--- src/rtl/payload_byte_feeder_pkg.sv ---
// payload_byte_feeder_pkg: shared constants, FSM encoding and case-fold helper for the payload feeder
package payload_byte_feeder_pkg;
  localparam int WIN_BYTES = 20;
  localparam int CHAR_W = 8;
  localparam logic [7:0] ASCII_UPPER_A = 8'h41;
  localparam logic [7:0] ASCII_UPPER_Z = 8'h5A;
  localparam logic [7:0] CASE_OFFSET = 8'h20;
  typedef enum logic [1:0] {IDLE, SERIAL, FLUSH, CLEAR} state_t;
  function automatic logic [CHAR_W-1:0] fold_case(input logic [CHAR_W-1:0] b);
    return (b >= ASCII_UPPER_A && b <= ASCII_UPPER_Z) ? b + CASE_OFFSET : b;
  endfunction
endpackage

--- src/rtl/payload_byte_feeder_lane_picker.sv ---
// payload_lane_picker: picks the lowest set keep lane, its one-hot clear mask and whether it is the last one
module payload_lane_picker #(
  parameter int LANES = 8,
  localparam int LW = $clog2(LANES)
) (
  input  logic [LANES-1:0] i_keep,
  output logic [LW-1:0]    o_lane,
  output logic [LANES-1:0] o_clr,
  output logic             o_final
);
  // scan from the top so the lowest set lane wins
  always_comb begin
    o_lane = '0;
    o_clr = '0;
    for (int k = LANES - 1; k >= 0; k--) begin
      if (i_keep[k]) begin
        o_lane = LW'(k);
        o_clr = '0;
        o_clr[k] = 1'b1;
      end
    end
    o_final = (i_keep & ~o_clr) == '0;
  end
endmodule

--- src/rtl/payload_byte_feeder.sv ---
// payload_byte_feeder: serialises AXI4-Stream beats into a byte-wide sliding window; FEEDER_FLUSH_EN adds a zero-byte drain after each packet
module payload_byte_feeder #(
  parameter int DATA_W = 64,
  parameter int WIN_BYTES = 20,
  parameter int OFS_W = 16
`ifdef FEEDER_FLUSH_EN
  , parameter int FLUSH_LEN = 20
`endif
) (
  input  logic                   clk,
  input  logic                   rst,
  input  logic [DATA_W-1:0]      s_tdata,
  input  logic [DATA_W/8-1:0]    s_tkeep,
  input  logic                   s_tlast,
  input  logic                   s_tvalid,
  output logic                   s_tready,
  output logic [8*WIN_BYTES-1:0] fifo_in,
  output logic [8*WIN_BYTES-1:0] fifo_in_nocase,
  output logic [7:0]             char_out,
  output logic                   char_valid,
  output logic                   sop,
  output logic                   eop,
  output logic [OFS_W-1:0]       byte_offset
);
  import payload_byte_feeder_pkg::*;
  localparam int LANES = DATA_W / CHAR_W;
  localparam int LW = $clog2(LANES);
  localparam int WIN_W = CHAR_W * WIN_BYTES;
  state_t r_state, w_next, w_after, w_end;
  logic [DATA_W-1:0] r_data;
  logic [LANES-1:0] r_keep, w_clr;
  logic r_last, r_first;
  logic [LW-1:0] w_lane;
  logic w_final, w_emit, w_flush, w_clear, w_accept;
  logic [CHAR_W-1:0] w_byte;
`ifdef FEEDER_FLUSH_EN
  localparam int CW = $clog2(FLUSH_LEN + 1);
  logic [CW-1:0] r_cnt;
  logic w_flush_done;
  assign w_end = FLUSH;
  assign w_flush_done = r_cnt == CW'(FLUSH_LEN - 1);
  // counts drain bytes while in FLUSH
  always_ff @(posedge clk) r_cnt <= (rst || !w_flush) ? '0 : r_cnt + CW'(1);
`else
  assign w_end = CLEAR;
`endif
  payload_lane_picker #(.LANES(LANES)) u_pick (
    .i_keep (r_keep),
    .o_lane (w_lane),
    .o_clr  (w_clr),
    .o_final(w_final)
  );
  assign w_byte = r_data[CHAR_W*int'(w_lane) +: CHAR_W];
  assign w_accept = s_tvalid && s_tready;
  assign w_after = |s_tkeep ? SERIAL : s_tlast ? w_end : IDLE;
  // state register
  always_ff @(posedge clk) r_state <= rst ? IDLE : w_next;
  // next state and per-cycle controls; a new beat is only taken while the held one is fully consumed
  always_comb begin
    w_next = r_state;
    s_tready = 1'b0;
    w_emit = 1'b0;
    w_flush = 1'b0;
    w_clear = 1'b0;
    case (r_state)
      IDLE: begin
        s_tready = 1'b1;
        w_next = s_tvalid ? w_after : IDLE;
      end
      SERIAL: begin
        w_emit = 1'b1;
        s_tready = w_final && !r_last;
        w_next = !w_final ? SERIAL : r_last ? w_end : s_tvalid ? w_after : IDLE;
      end
`ifdef FEEDER_FLUSH_EN
      FLUSH: begin
        w_flush = 1'b1;
        w_next = w_flush_done ? CLEAR : FLUSH;
      end
`endif
      CLEAR: begin
        w_clear = 1'b1;
        w_next = IDLE;
      end
      default: w_next = IDLE;
    endcase
  end
  // beat holding register, window shifting and per-byte sideband
  always_ff @(posedge clk) begin
    if (rst) begin
      r_data <= '0;
      r_keep <= '0;
      r_last <= 1'b0;
      r_first <= 1'b1;
      fifo_in <= '0;
      fifo_in_nocase <= '0;
      char_out <= '0;
      char_valid <= 1'b0;
      sop <= 1'b0;
      eop <= 1'b0;
      byte_offset <= '0;
    end else begin
      if (w_accept) begin
        r_data <= s_tdata;
        r_keep <= s_tkeep;
        r_last <= s_tlast;
      end else if (w_emit) r_keep <= r_keep & ~w_clr;
      char_valid <= w_emit || w_flush;
      sop <= w_emit && r_first;
      eop <= w_emit && w_final && r_last;
      if (w_emit) begin
        fifo_in <= {fifo_in[WIN_W-CHAR_W-1:0], w_byte};
        fifo_in_nocase <= {fifo_in_nocase[WIN_W-CHAR_W-1:0], fold_case(w_byte)};
        char_out <= w_byte;
        byte_offset <= r_first ? '0 : (&byte_offset ? byte_offset : byte_offset + OFS_W'(1));
        r_first <= 1'b0;
      end else if (w_flush) begin
        fifo_in <= {fifo_in[WIN_W-CHAR_W-1:0], {CHAR_W{1'b0}}};
        fifo_in_nocase <= {fifo_in_nocase[WIN_W-CHAR_W-1:0], {CHAR_W{1'b0}}};
        char_out <= '0;
      end else if (w_clear) begin
        fifo_in <= '0;
        fifo_in_nocase <= '0;
        byte_offset <= '0;
        r_first <= 1'b1;
      end
    end
  end
endmodule

--- config.mk ---
export PLATFORM = sky130hd
export DESIGN_NAME = payload_byte_feeder
export DESIGN_NICKNAME = d
export VERILOG_FILES = /design/src/rtl/payload_byte_feeder_pkg.sv /design/src/rtl/payload_byte_feeder_lane_picker.sv /design/src/rtl/payload_byte_feeder.sv
export SDC_FILE = /design/constraint.sdc
export NUM_CORES = 1
export LEC_CHECK = 0
export ABC_AREA = 1
export ABC_CLOCK_PERIOD_IN_PS = 2950
export BUFFER_PORTS_ARGS = -buffer_cell sky130_fd_sc_hd__buf_2
export CAP_MARGIN = 40
export CORE_AREA = 5 5 233 167
export CTS_CLUSTER_DIAMETER = 50
export DETAILED_ROUTE_END_ITERATION = 10
export DIE_AREA = 0 0 238 172
export GPL_TIMING_DRIVEN = 0
export PLACE_DENSITY = 0.68
export SLEW_MARGIN = 20
export SYNTH_ARGS = -nofsm -noshare
export SYNTH_HDL_FRONTEND = slang
export SYNTH_HIERARCHICAL = 1
export SYNTH_SLANG_ARGS = --single-unit
--- constraint.sdc ---
create_clock -name clk -period 2.95 [get_ports clk]
set_clock_uncertainty 0.05 [all_clocks]
set_input_delay 0.4425 -clock clk [delete_from_list [all_inputs] [get_ports clk]]
set_output_delay 0.4425 -clock clk [all_outputs]
set_load 0.01 [all_outputs]
# --- Yosys cells after proc, flatten, opt, wreduce, memory -nomap -nowiden ---
# Cells that the tools add are included.
op_classes:
  mux: 37
  n_lt_le_gt_ge: 2
  eq_ne: 3
  shifts: 1
  reduce_logical: 14
  add_sub_neg: 2
  bitwise: 2
ops:
  columns: ["cell", "n"]
  rows:
  - ["160-bit 2-to-1 mux", 3]
  - ["8-bit 2-to-1 mux", 11]
  - ["16-bit 2-to-1 mux", 4]
  - ["64-bit by 7-bit indexed part select with 8-bit output", 1]
  - ["3-bit 2-to-1 mux", 8]
  - ["16-bit by 1-bit adder with 16-bit output (second input constant)", 1]
  - ["16-bit AND reduction", 1]
  - ["2-bit 2-to-1 mux", 5]
  - ["8-bit by 6-bit adder with 8-bit output (second input constant)", 1]
  - ["8-bit bitwise AND", 1]
  - ["8-bit by 7-bit >= comparator with 1-bit output (second input constant)", 1]
  - ["8-bit by 7-bit less-or-equal comparator with 1-bit output (second input constant)", 1]
  - ["8-bit logical NOT", 1]
  - ["8-bit NOT", 1]
  - ["8-bit OR reduction", 1]
  - ["1-bit logical AND", 6]
  - ["1-bit 2-to-1 mux", 4]
  - ["2-bit case mux with 2 select lines", 1]
  - ["2-bit nonzero test", 2]
  - ["3-bit inequality test (second input constant)", 1]
  - ["2-bit by 1-bit == test with 1-bit output (second input constant)", 1]
  - ["2-bit == test (second input constant)", 1]
  - ["2-bit logical NOT", 1]
  - ["1-bit case mux with 2 select lines", 1]
  - ["other kinds (2)", 2]
word_totals:
  output_inout_bits: 348
  in_bits: 76
  register_bits: 423
  word_cells: 73

# --- Logic depth before layout (Yosys ltp) ---
logic_depth:
  depth_word: 15
  depth_mapped: 19
  mapped_depth_nobuf: 18

# --- Hierarchy ---
# Netlist, hierarchy kept.
by_module_without_submodules:
  columns: ["mod", "area_each_um2", "cells_per_inst", "instances"]
  rows:
  - ["payload_byte_feeder", 12319.3, 1290, 1]
  - ["payload_lane_picker", 222.7, 50, 1]

# --- Least setup slack after synthesis ---
# Ideal clock, no wire load.
synth_timing:
  kind: "register -> register"
  from: "register r_keep[2]"
  to: "register fifo_in_nocase[7]"
  arrival_ps: 2146
  path_buffers: 2
  period_less_slack_ps: 2328
  required_ps: 2768
  path_slack_ps: 622
  path_stages_with_launch: 17
  setup_ps: 132
  cell_sequence: "dfxtp_1 > inv_1 > a21oi_1 > a21oi_1 > buf_4 > buf_4 > o211ai_1 > nand2_1 > o21ai_0 > inv_1 > ha_1 > inv_1 > nand2_1 > nand2_1 > nand4_1 > nand3_1 > a21oi_1"
synth_via:
  elab_chain_cells: 8
  word_cells_on_any_way: 10
synth_rtl:
  columns: ["element", "line", "text"]
  rows:
  - ["start, declared", "payload_byte_feeder.sv:31", "logic [LANES-1:0] r_keep, w_clr;"]
  - ["start signal, assigned", "payload_byte_feeder.sv:105", "r_keep <= s_tkeep;"]
  - ["start signal, assigned", "payload_byte_feeder.sv:107", "end else if (w_emit) r_keep <= r_keep & ~w_clr;"]
  - ["3-bit 2-to-1 mux * (3 in a row)", "payload_byte_feeder_lane_picker.sv:16", "if (i_keep[k]) begin"]
  - ["via w_lane[0]", "payload_byte_feeder.sv:33", "logic [LW-1:0] w_lane;"]
  - ["64-bit by 7-bit indexed part select with 8-bit output *", "payload_byte_feeder.sv:53", "assign w_byte = r_data[CHAR_W*int'(w_lane) +: CHAR_W];"]
  - ["via w_byte[6]", "payload_byte_feeder.sv:35", "logic [CHAR_W-1:0] w_byte;"]
  - ["8-bit by 7-bit >= comparator with 1-bit output or 8-bit by 7-bit less-or-equal comparator with 1-bit output (tied branches)", "payload_byte_feeder_pkg.sv:10", "return (b >= ASCII_UPPER_A && b <= ASCII_UPPER_Z) ? b + CASE_OFFSET : b;"]
  - ["1-bit logical AND", "payload_byte_feeder_pkg.sv:10", null]
  - ["8-bit 2-to-1 mux *", "payload_byte_feeder_pkg.sv:10", null]
  - ["160-bit 2-to-1 mux *", "payload_byte_feeder.sv:111", "if (w_emit) begin"]
  - ["end signal, assigned", "payload_byte_feeder.sv:113", "fifo_in_nocase <= {fifo_in_nocase[WIN_W-CHAR_W-1:0], fold_case(w_byte)};"]
  - ["end signal, assigned", "payload_byte_feeder.sv:119", "fifo_in_nocase <= {fifo_in_nocase[WIN_W-CHAR_W-1:0], {CHAR_W{1'b0}}};"]
  - ["end, declared", "payload_byte_feeder.sv:18", "output logic [8*WIN_BYTES-1:0] fifo_in_nocase,"]
# Mark *: on every way through the listed nets, which the timed path passes. The rest lies on a longest branch.
# A chain may end at the register's enable or synchronous reset.

# --- Final worst setup path ---
layout_timing:
  from: "register r_keep[7]"
  to: "register fifo_in_nocase[7]"
layout_via:
  elab_chain_cells: 13
  word_cells_on_any_way: 15
layout_rtl:
  columns: ["element", "line"]
  rows:
  - ["3-bit 2-to-1 mux * (8 in a row)", "payload_byte_feeder_lane_picker.sv:16"]
  - ["via w_lane[0]", "payload_byte_feeder.sv:33"]
  - ["64-bit by 7-bit indexed part select with 8-bit output *", "payload_byte_feeder.sv:53"]
  - ["via w_byte[6]", "payload_byte_feeder.sv:35"]
  - ["8-bit by 7-bit >= comparator with 1-bit output or 8-bit by 7-bit less-or-equal comparator with 1-bit output (tied branches)", "payload_byte_feeder_pkg.sv:10"]
  - ["1-bit logical AND", "payload_byte_feeder_pkg.sv:10"]
  - ["8-bit 2-to-1 mux *", "payload_byte_feeder_pkg.sv:10"]
  - ["160-bit 2-to-1 mux *", "payload_byte_feeder.sv:111"]
# Marked as above.

==> metrics.txt <==
Nets 1889; cts bufs inserted 38; Syn Nets 1418; final core utilization 0.4601; DRC viols 0; critical path class register to register; Via Count 12400; Ys Warns 6; drt via density 5.330; outcome finished clean; DRT Pass-1 Iters 6; Post-synth top flop dfxtp_1; routability cong. 0.9709; worst hold-check path type primary input to register; largest net degree at the start of global routing 15; ANT cells 0; area delta synth->final 34.06%; Synth area leader dfxtp_1; library cells used by synthesis 32; critical path startpoint category register; FP Rows 59; Placed Area 0.01526 mm^2; crit path cell chain nand2_1 -> nand2_1 -> nand3_1 -> a21oi_2 -> buf_4 -> buf_6 -> a21oi_1 -> o21ai_0 -> nand3_1 -> o21ai_1 -> inv_1 -> ha_1 -> inv_1 -> nand2_1 -> nand2_1 -> nand4_1 -> nand3_1 -> a21oi_1; power per cell area 687.3 mW/mm^2; CP endpoint kind register; slowest CP cell dfxtp_1; Async SR Flop Fraction 0; fin area 0.01681 mm^2; Seq/Total Area, Yosys 0.5156; die extent in x 238 um; Synth Area in Compound Gates 0.2540; Cells after Synth 1340; worst relative slew slack 0.4784; initial DRC count 1222; die height 172 um; Post-Synth Adder-Cell Area 0.001995; clk root buf clkbuf_16; Avg Cell Area, Syn 9.360 um^2; Slowest Stage Delay on Critical Path 0.41 ns; end of the worst hold path r_data[29]; WP data required 3.29 ns; leakage 7.956 nW; die area 0.04094 mm^2; CP arrival 3.14 ns; most common cell in the netlist dfxtp_1; Worst R2R Path Depth 18; GRT Util Overall 0.2157; CTS tree done; max-slew violations 0; reg2reg end fifo_in_nocase[7]; Fin. Hold Viols 0; clock latency on the worst-skew pair 0.52 ns; drt wl/cell 20.47 um; Post-DP HPWL 36.93 mm; antenna violations before repair 1; Max Fclk 356.7 MHz; RR Startpoint r_keep[7]; Bufs and invs on worst path 4; RSZ-0062 raised after global routing true; Worst R2R Setup Slack 0.15 ns; # setup viols final 0; post-route minimum period 2.804 ns; final wirelength 47.63 mm; worst hold start s_tdata[29]; Post-DRT Antenna Nets 0; Synth area leaders dfxtp_1 (52%), a32o_1 (17%), buf_4 (6.2%); Crit path top cell by count nand2_1; final worst path period share 0.9504; max-cap violations 0; Longest Clk Path Bufs 3; CTS H-tree depth 2; clk slew on worst S/H paths 0.06 ns; delay-heaviest family, CP compound AO/OA/AOI/OAI gates; Fin Hold WS 0.1509 ns; Peak VDD IR 314.5 uV; Critical Path Fanout Max 10; core footprint 0.03654 mm^2; synthesized area 0.01254 mm^2; Initial Utilization 0.3432; Ports 424; main combinational cell family by area after synthesis compound AO/OA/AOI/OAI gates; worst-margin pin slew 0.7824 ns; mux share of post-synthesis cell area 0; PortBufs 421; top-area cell type share of the netlist area 0.5156; layout cell share with drive strength beyond 1 0.3600; top cells by count, synth dfxtp_1 (323), a32o_1 (209), nand2_1 (170), a21oi_1 (109), buf_4 (104); Synth Register Bits 323; gr ovfl total 0; Worst Hold Depth 3; Post-synth EDFFs 0; first-pass GRT wire length 69.50 mm; XOR/XNOR Fraction of Synth Area 0; CTS Sinks 323; synthesized-area fraction occupied by and/or/nand/nor cells 0.09946; vias in the first global route 11390
## tightest hold or removal path, stage by stage
cell     delay [ns]
buf_2          0.07
o21ai_0        0.07
a21oi_1        0.10
## power by group
group / switching (W) / leakage (nW) / internal (W)
Clock: 0.00191 / 0.712 / 0.00340
Combinational: 0.00110 / 4.62 / 0.000506
Sequential: 0.000113 / 2.62 / 0.00452
## routing by layer
layer  vias to the layer above  share of wire  GRT usage
met5                         -        0.00029          0
met3                        91          0.090    0.04895
met4                         2          0.028    0.06160
met2                       554           0.44     0.3275
met1                      6055           0.44     0.3097
li1                       5702              -          -
## through the flow
step | power [W] | setup WS, ns | setup TNS (ns) | instances
floorplan | 0.005677 | 0.6218 | 0 | 1340
global route | 0.01201 | -0.04960 | -0.04960 | 2327
CTS | 0.01156 | 0.1037 | 0 | 2317
finish | 0.01156 | 0.1463 | 0 | 2327
global placement | 0.006207 | 0.1454 | 0 | 2249
detailed placement | 0.006241 | 0.08360 | 0 | 2249
## how the worst max path moves through the flow
stage	depth (start not counted)	end	slack, ns	from
after floorplan	16	fifo_in_nocase[7]	0.62	r_keep[2]
after global placement	6	r_keep[7]	0.15	rst
after detailed placement	6	r_keep[7]	0.08	rst
after CTS	12	s_tready	0.10	r_keep[0]
after global routing	18	fifo_in_nocase[7]	-0.05	r_keep[7]
final	18	fifo_in_nocase[7]	0.15	r_keep[7]
## cells in the final DEF, fill, tap and decap left out, types with 64 or more instances in the layout
cell type  synthesis  routed
a21oi_1          109     107
clkbuf_1          71      73
a32o_1           209     209
inv_1             92      91
buf_2             33     454
nand2_1          170     170
nand3_1           64      64
buf_4            104     111
dfxtp_1          323     323
o21ai_0           77      71
## logic make-up (layout without fill, tap and decap cells)
group | after synthesis | after routing
AND/OR/NAND/NOR | 286 | 286
adder cells (fa/ha/maj) | 2 | 2
AO/OA/AOI/OAI | 417 | 417
flip-flops | 323 | 323
buffers and inverters | 312 | 811
## area by class of cell
| type | instances | area [um^2] |
|---|---|---|
| Clock buffer | 53 | 1171 |
| Timing Repair Buffer | 431 | 2183 |
| Buffer | 212 | 1249 |
| Clock inverter | 15 | 277.8 |
| Sequential cell | 323 | 6466 |
| Tap cell | 488 | 610.6 |
| Inverter | 100 | 379.1 |
| Fill cell | 3556 | 19730 |
| Multi-Input combinational cell | 705 | 4477 |
## flip-flops by register name, summed over array words and instances (netlist names)
register	cells
byte_offset	16
char_out	8
char_valid	1
eop	1
fifo_in	160
fifo_in_nocase	60
r_data	64
r_first	1
r_keep	8
r_last	1
r_state	2
sop	1
## repair_timing
item                                    CTS  global route
hold buffers                              0             0
endpoints found under the setup margin    0            34
gates resized for setup                   0            14
buffers inserted                          0             8
(Power assumes the default switching activity.)
